## config.mk

```make
export PLATFORM = sky130hd
export DESIGN_NAME = axis_mac_accumulator
export DESIGN_NICKNAME = d
export VERILOG_FILES = /design/src/rtl/kan_pkg.sv /design/src/rtl/axis_mac_product.sv /design/src/rtl/axis_mac_accumulator.sv
export SDC_FILE = /design/constraint.sdc
export NUM_CORES = 1
export LEC_CHECK = 0
export ABC_AREA = 1
export CAP_MARGIN = 30
export CORE_MARGIN = 8
export CORE_UTILIZATION = 45
export CTS_CLUSTER_SIZE = 12
export DETAILED_ROUTE_END_ITERATION = 7
export GPL_TIMING_DRIVEN = 0
export HOLD_SLACK_MARGIN = 0.08
export PLACE_DENSITY = 0.73
export SLEW_MARGIN = 30
export SYNTH_ARGS = -nofsm -noshare
export SYNTH_HDL_FRONTEND = slang
export SYNTH_SLANG_ARGS = --single-unit
```

## constraint.sdc

```tcl
create_clock -name clk -period 22.7 [get_ports clk]
set_clock_uncertainty 0.05 [all_clocks]
set_input_delay 6.81 -clock clk [delete_from_list [all_inputs] [get_ports clk]]
set_output_delay 6.81 -clock clk [all_outputs]
set_load 0.05 [all_outputs]
```

## src/rtl/kan_pkg.sv

```systemverilog
// Shared definitions for the KAN layer datapath stages (MAC accumulator, clamp).
package kan_pkg;

    // Default headroom kept above the full-precision product width.
    localparam int ACC_GUARD_BITS = 8;

    // Fractional bits of a product/sum of two operands with frac_bits each.
    function automatic int mac_frac_bits(input int frac_bits);
        return 2 * frac_bits;
    endfunction

endpackage

```

## src/rtl/axis_mac_product.sv

```systemverilog
// Registered operand multiplier (stage P): captures a*b on each input handshake
// and holds its contents while the downstream stage signals a stall.
module axis_mac_product
    import kan_pkg::*;
#(
    parameter int DATA_WIDTH    = 16,
    parameter int UNSIGNED_DATA = 0,
    parameter int ID_WIDTH      = 8
) (
    input  logic                    clk,
    input  logic                    rst,
    input  logic [2*DATA_WIDTH-1:0] s_tdata,
    input  logic                    s_tvalid,
    output logic                    s_tready,
    input  logic                    s_tlast,
    input  logic [ID_WIDTH-1:0]     s_tid,
    input  logic                    stall,
    output logic [2*DATA_WIDTH-1:0] p_data,
    output logic                    p_valid,
    output logic                    p_last,
    output logic [ID_WIDTH-1:0]     p_id
);

    localparam int PW = 2 * DATA_WIDTH;

    logic [PW-1:0] a_ext;
    logic [PW-1:0] b_ext;
    logic [PW-1:0] product;
    logic          handshake;

    // Extending both operands to the product width lets one PW x PW multiply
    // (truncated to PW bits) serve both signed and unsigned formats.
    always_comb begin
        if (UNSIGNED_DATA != 0) begin
            a_ext = {{DATA_WIDTH{1'b0}}, s_tdata[DATA_WIDTH-1:0]};
            b_ext = {{DATA_WIDTH{1'b0}}, s_tdata[PW-1:DATA_WIDTH]};
        end else begin
            a_ext = {{DATA_WIDTH{s_tdata[DATA_WIDTH-1]}}, s_tdata[DATA_WIDTH-1:0]};
            b_ext = {{DATA_WIDTH{s_tdata[PW-1]}}, s_tdata[PW-1:DATA_WIDTH]};
        end
        product = a_ext * b_ext;
    end

    assign s_tready  = !stall;
    assign handshake = s_tvalid && !stall;

    always_ff @(posedge clk) begin
        if (rst) begin
            p_valid <= 1'b0;
            p_data  <= '0;
            p_last  <= 1'b0;
            p_id    <= '0;
        end else if (!stall) begin
            p_valid <= handshake;
            if (handshake) begin
                p_data <= product;
                p_last <= s_tlast;
                p_id   <= s_tid;
            end
        end
    end

endmodule

```

## src/rtl/axis_mac_accumulator.sv

```systemverilog
// Frame-based AXI-Stream multiply-accumulate: sums a*b over each tlast-delimited
// frame and emits one full-precision result beat per frame with a sticky overflow flag.
module axis_mac_accumulator
    import kan_pkg::*;
#(
    parameter int DATA_WIDTH      = 16,
    parameter int FRACTIONAL_BITS = 8,
    parameter int ACC_WIDTH       = 2 * DATA_WIDTH + ACC_GUARD_BITS,
    parameter int UNSIGNED_DATA   = 0,
    parameter int ID_ENABLE       = 0,
    parameter int ID_WIDTH        = 8
) (
    input  logic                    clk,
    input  logic                    rst,
    input  logic [2*DATA_WIDTH-1:0] s_axis_tdata,
    input  logic                    s_axis_tvalid,
    output logic                    s_axis_tready,
    input  logic                    s_axis_tlast,
    input  logic [ID_WIDTH-1:0]     s_axis_tid,
    output logic [ACC_WIDTH-1:0]    m_axis_tdata,
    output logic                    m_axis_tvalid,
    input  logic                    m_axis_tready,
    output logic                    m_axis_tlast,
    output logic [ID_WIDTH-1:0]     m_axis_tid,
    output logic                    m_axis_tuser
);

    localparam int PW = 2 * DATA_WIDTH;

    if (ACC_WIDTH < PW) begin : g_acc_width_check
        $error("axis_mac_accumulator: ACC_WIDTH must be >= 2*DATA_WIDTH");
    end
    if (mac_frac_bits(FRACTIONAL_BITS) > ACC_WIDTH) begin : g_frac_check
        $error("axis_mac_accumulator: result fractional bits exceed ACC_WIDTH");
    end

    logic [PW-1:0]        p_data;
    logic                 p_valid;
    logic                 p_last;
    logic [ID_WIDTH-1:0]  p_id;
    logic                 stall;
    logic                 advance;

    logic [ACC_WIDTH-1:0] acc;
    logic                 first;
    logic                 ovf;

    logic [ACC_WIDTH-1:0] p_ext;
    logic [ACC_WIDTH-1:0] base;
    logic [ACC_WIDTH:0]   sum_full;
    logic [ACC_WIDTH-1:0] sum;
    logic                 new_ovf;

    // Handshakes: a beat transfers on a rising clk edge where tvalid && tready;
    // a source holds tvalid and payload steady until it transfers. Only a frame's
    // last product can stall, and only while the output register is still full.
    assign stall   = p_valid && p_last && m_axis_tvalid && !m_axis_tready;
    assign advance = p_valid && !stall;

    axis_mac_product #(
        .DATA_WIDTH   (DATA_WIDTH),
        .UNSIGNED_DATA(UNSIGNED_DATA),
        .ID_WIDTH     (ID_WIDTH)
    ) u_product (
        .clk     (clk),
        .rst     (rst),
        .s_tdata (s_axis_tdata),
        .s_tvalid(s_axis_tvalid),
        .s_tready(s_axis_tready),
        .s_tlast (s_axis_tlast),
        .s_tid   (s_axis_tid),
        .stall   (stall),
        .p_data  (p_data),
        .p_valid (p_valid),
        .p_last  (p_last),
        .p_id    (p_id)
    );

    always_comb begin
        if (UNSIGNED_DATA != 0) begin
            p_ext = ACC_WIDTH'(p_data);
        end else begin
            p_ext = ACC_WIDTH'($signed(p_data));
        end
        base     = first ? '0 : acc;
        sum_full = {1'b0, base} + {1'b0, p_ext};
        sum      = sum_full[ACC_WIDTH-1:0];
        // The sum wraps; overflow is only reported, saturation happens downstream.
        if (UNSIGNED_DATA != 0) begin
            new_ovf = sum_full[ACC_WIDTH];
        end else begin
            new_ovf = (base[ACC_WIDTH-1] == p_ext[ACC_WIDTH-1]) &&
                      (sum[ACC_WIDTH-1] != base[ACC_WIDTH-1]);
        end
    end

    assign m_axis_tlast = 1'b1;

    always_ff @(posedge clk) begin
        if (rst) begin
            acc           <= '0;
            first         <= 1'b1;
            ovf           <= 1'b0;
            m_axis_tvalid <= 1'b0;
            m_axis_tdata  <= '0;
            m_axis_tuser  <= 1'b0;
            m_axis_tid    <= '0;
        end else begin
            if (m_axis_tvalid && m_axis_tready) begin
                m_axis_tvalid <= 1'b0;
            end
            if (advance) begin
                if (p_last) begin
                    m_axis_tvalid <= 1'b1;
                    m_axis_tdata  <= sum;
                    m_axis_tuser  <= ovf | new_ovf;
                    m_axis_tid    <= (ID_ENABLE != 0) ? p_id : '0;
                    first         <= 1'b1;
                    ovf           <= 1'b0;
                end else begin
                    acc   <= sum;
                    first <= 1'b0;
                    ovf   <= ovf | new_ovf;
                end
            end
        end
    end

endmodule

```

==> flow_summary_export.csv, run 1 <==
group,metric,value,unit
worst_setup_path,cp-end-kind,"primary output",
timing,worst_slew_margin_rel,42.8,%
floorplanning,design.die.area,47400,sq um
status,status,"complete, no violations",
route,route.detailed.wl_per_inst,16.9,um
cells_and_area,fill_cells,4110,
floorplanning,die_w,218,um
floorplanning,row_count,74,
synthesis,synth-xor-area-share,1.53,%
synthesis,synth_enable_flop_cells,0,
cts,clock_tree.buffer_depth,2,
route,route.detailed.vias_per_inst,5.01,
cts,post_cts.resized_instances,0,
synthesis,async_reset_ff_share,0,%
synthesis,synthMuxAreaShare,0,%
route,detail_route.first_pass.iterations,5,
cts,clock_tree.htree_level_count,4,
route,route.antenna.remaining_nets,0,
worst_setup_path,max_stage_delay_cell_worst_path,"sky130_fd_sc_hd__clkdlybuf4s50_1",
timing,finalMaxSlewViolations,0,
global_route,antenna_found_initial,1,
route,drt_first_iter_violations,1251,
timing,final_min_period_over_clock_period,68.6,%
worst_setup_path,critical_path_cell_by_cell,"clkdlybuf4s50_1 > nor2_1 > inv_1 > nor2_1 > inv_1 > clkdlybuf4s50_1",
synthesis,yosys.area_share.adder,37.1,%
worst_setup_path,startpoint_type,"primary input",
cts,clk_pin_slew_worst_paths,60,ps
flow_run,max_cap_viol_count,0,
cts,tritoncts.num_buffers,17,
synthesis,yosys.area_share.simple,24.6,%
route,remaining_drc_errors,0,
synthesis,syn-cell-area,18300,sq um
synthesis,synthCells,2692,
floorplanning,die_y,218,um
synthesis,synth_seq_cells,118,
global_route,grt_first_pass_wirelength,89900,um
worst_setup_path,path_max_fanout,4,
global_route,grt_use_met2,38.2,%
global_route,use_met3,4.59,%
synthesis,synth_compound_gate_area_share,7.02,%
worst_setup_path,timing.setup.critical_path_class,"primary input to primary output",
global_route,met1_track_demand_over_resource,34.1,%
synthesis,synth_flop_cell,"sky130_fd_sc_hd__dfxtp_1",
timing,setup_violations,0,
timing,final_hold_viol_count,0,
route,routed_wirelength,56200,um
cts,cts_tree,"done",
worst_setup_path,timing.critical_path.required,15840,ps
global_route,grt_overflow_total,0,
synthesis,synth_top_family_by_area,"adder cells",
timing,post-route-min-period,15580,ps
cells_and_area,layout-drive-gt1-share,3.31,%
place,detailed_place_hpwl,48100,um
cts,cts-root-buf,"sky130_fd_sc_hd__clkbuf_16",
cells_and_area,num-nets-final,3199,
global_route,grt_max_degree,17,
global_route,number_of_global_route_vias_before_repair,16860,
floorplanning,design.portCount,97,
synthesis,syn-mean-instance-area,6.80,sq um
cells_and_area,syn2layout_area_growth,9.62,%
synthesis,synth_cell_type_count,41,
global_route,global_route.usage.total,24.3,%
cts,postCtsSetupBuffers,0,
cts,tritoncts_num_sinks,118,
timing,setup_repair_after_global_routing_missed_its_margin,"no",
floorplanning,floorplan.initialDensity,45.2,%
worst_setup_path,critical_path_arrival,8720,ps
timing,setup_total_negative_slack,0,ps
worst_setup_path,worst_path_max_stage_delay,730,ps
global_route,grt.busiest_layer,"met2",
timing,worst_pin_slew,858,ps
min_path,hp-class,"flip-flop to flip-flop",
cts,cts.hold.buffers_added,0,
floorplanning,core_region_area,40500,sq um
place,gpl.final_weighted_congestion,0.970,
cells_and_area,n_antenna_cell,0,
route,routed-via-count,16622,
place,port_buffers,52,
synthesis,seq_area_frac_synth,12.9,%
synthesis,yosysWarnings,0,
timing,max_freq,64.2,MHz
cts,clk_latency,440,ps
==> flip-flops by register name (all words and copies together), names as in the netlist <==
register	cells
ovf	1
m_axis_tuser	1
u_product.p_last	1
acc	40
first	1
u_product.p_data	32
m_axis_tvalid	1
m_axis_tdata	40
u_product.p_valid	1
==> placed cells by master, fill, tap and decap left out, types with 10 or more instances in the layout <==
cell type,count
sky130_fd_sc_hd__o211ai_1,10
sky130_fd_sc_hd__inv_1,698
sky130_fd_sc_hd__nand4_1,24
sky130_fd_sc_hd__nand2_2,14
sky130_fd_sc_hd__nor2_1,206
sky130_fd_sc_hd__clkdlybuf4s50_1,52
sky130_fd_sc_hd__xnor2_1,10
sky130_fd_sc_hd__o21bai_1,12
sky130_fd_sc_hd__nand3_1,93
sky130_fd_sc_hd__nand2_1,744
sky130_fd_sc_hd__a21oi_1,107
sky130_fd_sc_hd__clkbuf_16,17
sky130_fd_sc_hd__xor2_1,22
sky130_fd_sc_hd__nor2_2,10
sky130_fd_sc_hd__dfxtp_1,118
sky130_fd_sc_hd__ha_1,121
sky130_fd_sc_hd__o21ai_0,68
sky130_fd_sc_hd__clkbuf_1,82
sky130_fd_sc_hd__fa_1,263
==> routing by layer <==
| metal | up-vias | routed length, um |
|---|---|---|
| li1 | 8026 | - |
| met1 | 7941 | 25800 |
| met2 | 576 | 24600 |
| met3 | 79 | 4360 |
| met4 | 0 | 1380 |
| met5 | - | 0 |
==> cell usage after synthesis, types with 2 or more instances <==
cell type | n | share of area [%]
sky130_fd_sc_hd__nand2_1 | 744 | 15
sky130_fd_sc_hd__inv_1 | 698 | 14
sky130_fd_sc_hd__fa_1 | 263 | 29
sky130_fd_sc_hd__nor2_1 | 206 | 4.2
sky130_fd_sc_hd__ha_1 | 121 | 8.3
sky130_fd_sc_hd__dfxtp_1 | 118 | 13
sky130_fd_sc_hd__a21oi_1 | 107 | 2.9
sky130_fd_sc_hd__nand3_1 | 93 | 2.5
sky130_fd_sc_hd__clkbuf_1 | 82 | 1.7
sky130_fd_sc_hd__o21ai_0 | 68 | 1.9
sky130_fd_sc_hd__nand4_1 | 24 | 0.82
sky130_fd_sc_hd__xor2_1 | 22 | 1.1
sky130_fd_sc_hd__nand2_2 | 14 | 0.48
sky130_fd_sc_hd__o21bai_1 | 12 | 0.49
sky130_fd_sc_hd__nor2_2 | 10 | 0.34
sky130_fd_sc_hd__o211ai_1 | 10 | 0.41
sky130_fd_sc_hd__xnor2_1 | 10 | 0.48
sky130_fd_sc_hd__a22o_1 | 9 | 0.43
sky130_fd_sc_hd__buf_4 | 9 | 0.37
sky130_fd_sc_hd__buf_2 | 8 | 0.22
sky130_fd_sc_hd__inv_2 | 8 | 0.16
sky130_fd_sc_hd__nor3_1 | 8 | 0.22
sky130_fd_sc_hd__o21ai_1 | 8 | 0.22
sky130_fd_sc_hd__a31oi_1 | 7 | 0.24
sky130_fd_sc_hd__nand3_2 | 4 | 0.22
sky130_fd_sc_hd__a21o_1 | 3 | 0.12
sky130_fd_sc_hd__a21oi_2 | 3 | 0.14
sky130_fd_sc_hd__nand3b_1 | 3 | 0.12
sky130_fd_sc_hd__or2_2 | 3 | 0.10
sky130_fd_sc_hd__buf_1 | 2 | 0.041
sky130_fd_sc_hd__clkinv_1 | 2 | 0.041
sky130_fd_sc_hd__conb_1 | 2 | 0.041
sky130_fd_sc_hd__nor4_1 | 2 | 0.068
sky130_fd_sc_hd__o21a_1 | 2 | 0.082
==> cell families (layout without fill, tap and decap cells) <==
family	after synthesis	after routing
adders and majority gates	384	384
xor gates and xnor gates	32	32
other	2	9
buffers and inverters	809	893
DFF	118	118
and+or+nand+nor	1116	1116
AOI/OAI and AO/OA	231	231
==> layout make-up <==
class	instances	area (sq um)	area share, %
timing repair buffer	52	520	2.60
clock inverter	15	123	0.611
clock buffer	17	425	2.12
inverter	708	2660	13.3
buffer	101	423	2.11
multi-input combinational	1772	12900	64.2
tap	532	666	3.32
sequential	118	2360	11.8
==> critical path: cells and delay by family <==
kind / cells / cell delay, ps
buffers and inverters: 4 / 1360
and+or+nand+nor: 2 / 550
==> final timing paths <==
check                           cells after the start              from  slack [ps]                to
worst max-delay path                                6     m_axis_tready        7120     s_axis_tready
worst min-delay path                                2  m_axis_tdata[28]         400  m_axis_tdata[28]
worst max register to register                     14             first       19250           acc[39]
worst min register to register                      2  m_axis_tdata[28]         400  m_axis_tdata[28]
==> through the flow <==
stage / std cells / cell area [sq um] / worst slack (ps) / hold WS, ps / utilization [%]
finish: 3315 / 20100 / 7120 / 403 / 49.6
global route: 3315 / 20100 / 7040 / 423 / 49.6
CTS: 3315 / 20100 / 7110 / 405 / 49.6
detailed placement: 3283 / 19500 / 7160 / 391 / 48.2
global placement: 3283 / 19500 / 7170 / 388 / 48.2
floorplan: 2699 / 18300 / 8430 / 380 / -
Power of run 1 is left out: the tool's default activity adds up to more than one toggle a clock period on the data nets, which glitch-free logic cannot reach.
==> inputs of run 2 (changes only) <==
- clock period: 22.7 -> 14.9 ns (I/O delays scaled with it)
==> results of run 2 <==
Same layout as run 1 (identical final DEF). Status: complete, no violations.
Among the figures that moved: setup slack after placement 7160 ps -> 3640 ps; setup slack after layout 7120 ps -> 3980 ps; start point of the critical path m_axis_tready -> s_axis_tdata[15]; end point of the critical path s_axis_tready -> u_product.p_data[28]; register-to-register setup slack 19250 ps -> 11450 ps
Power of run 2 is left out for the same reason.
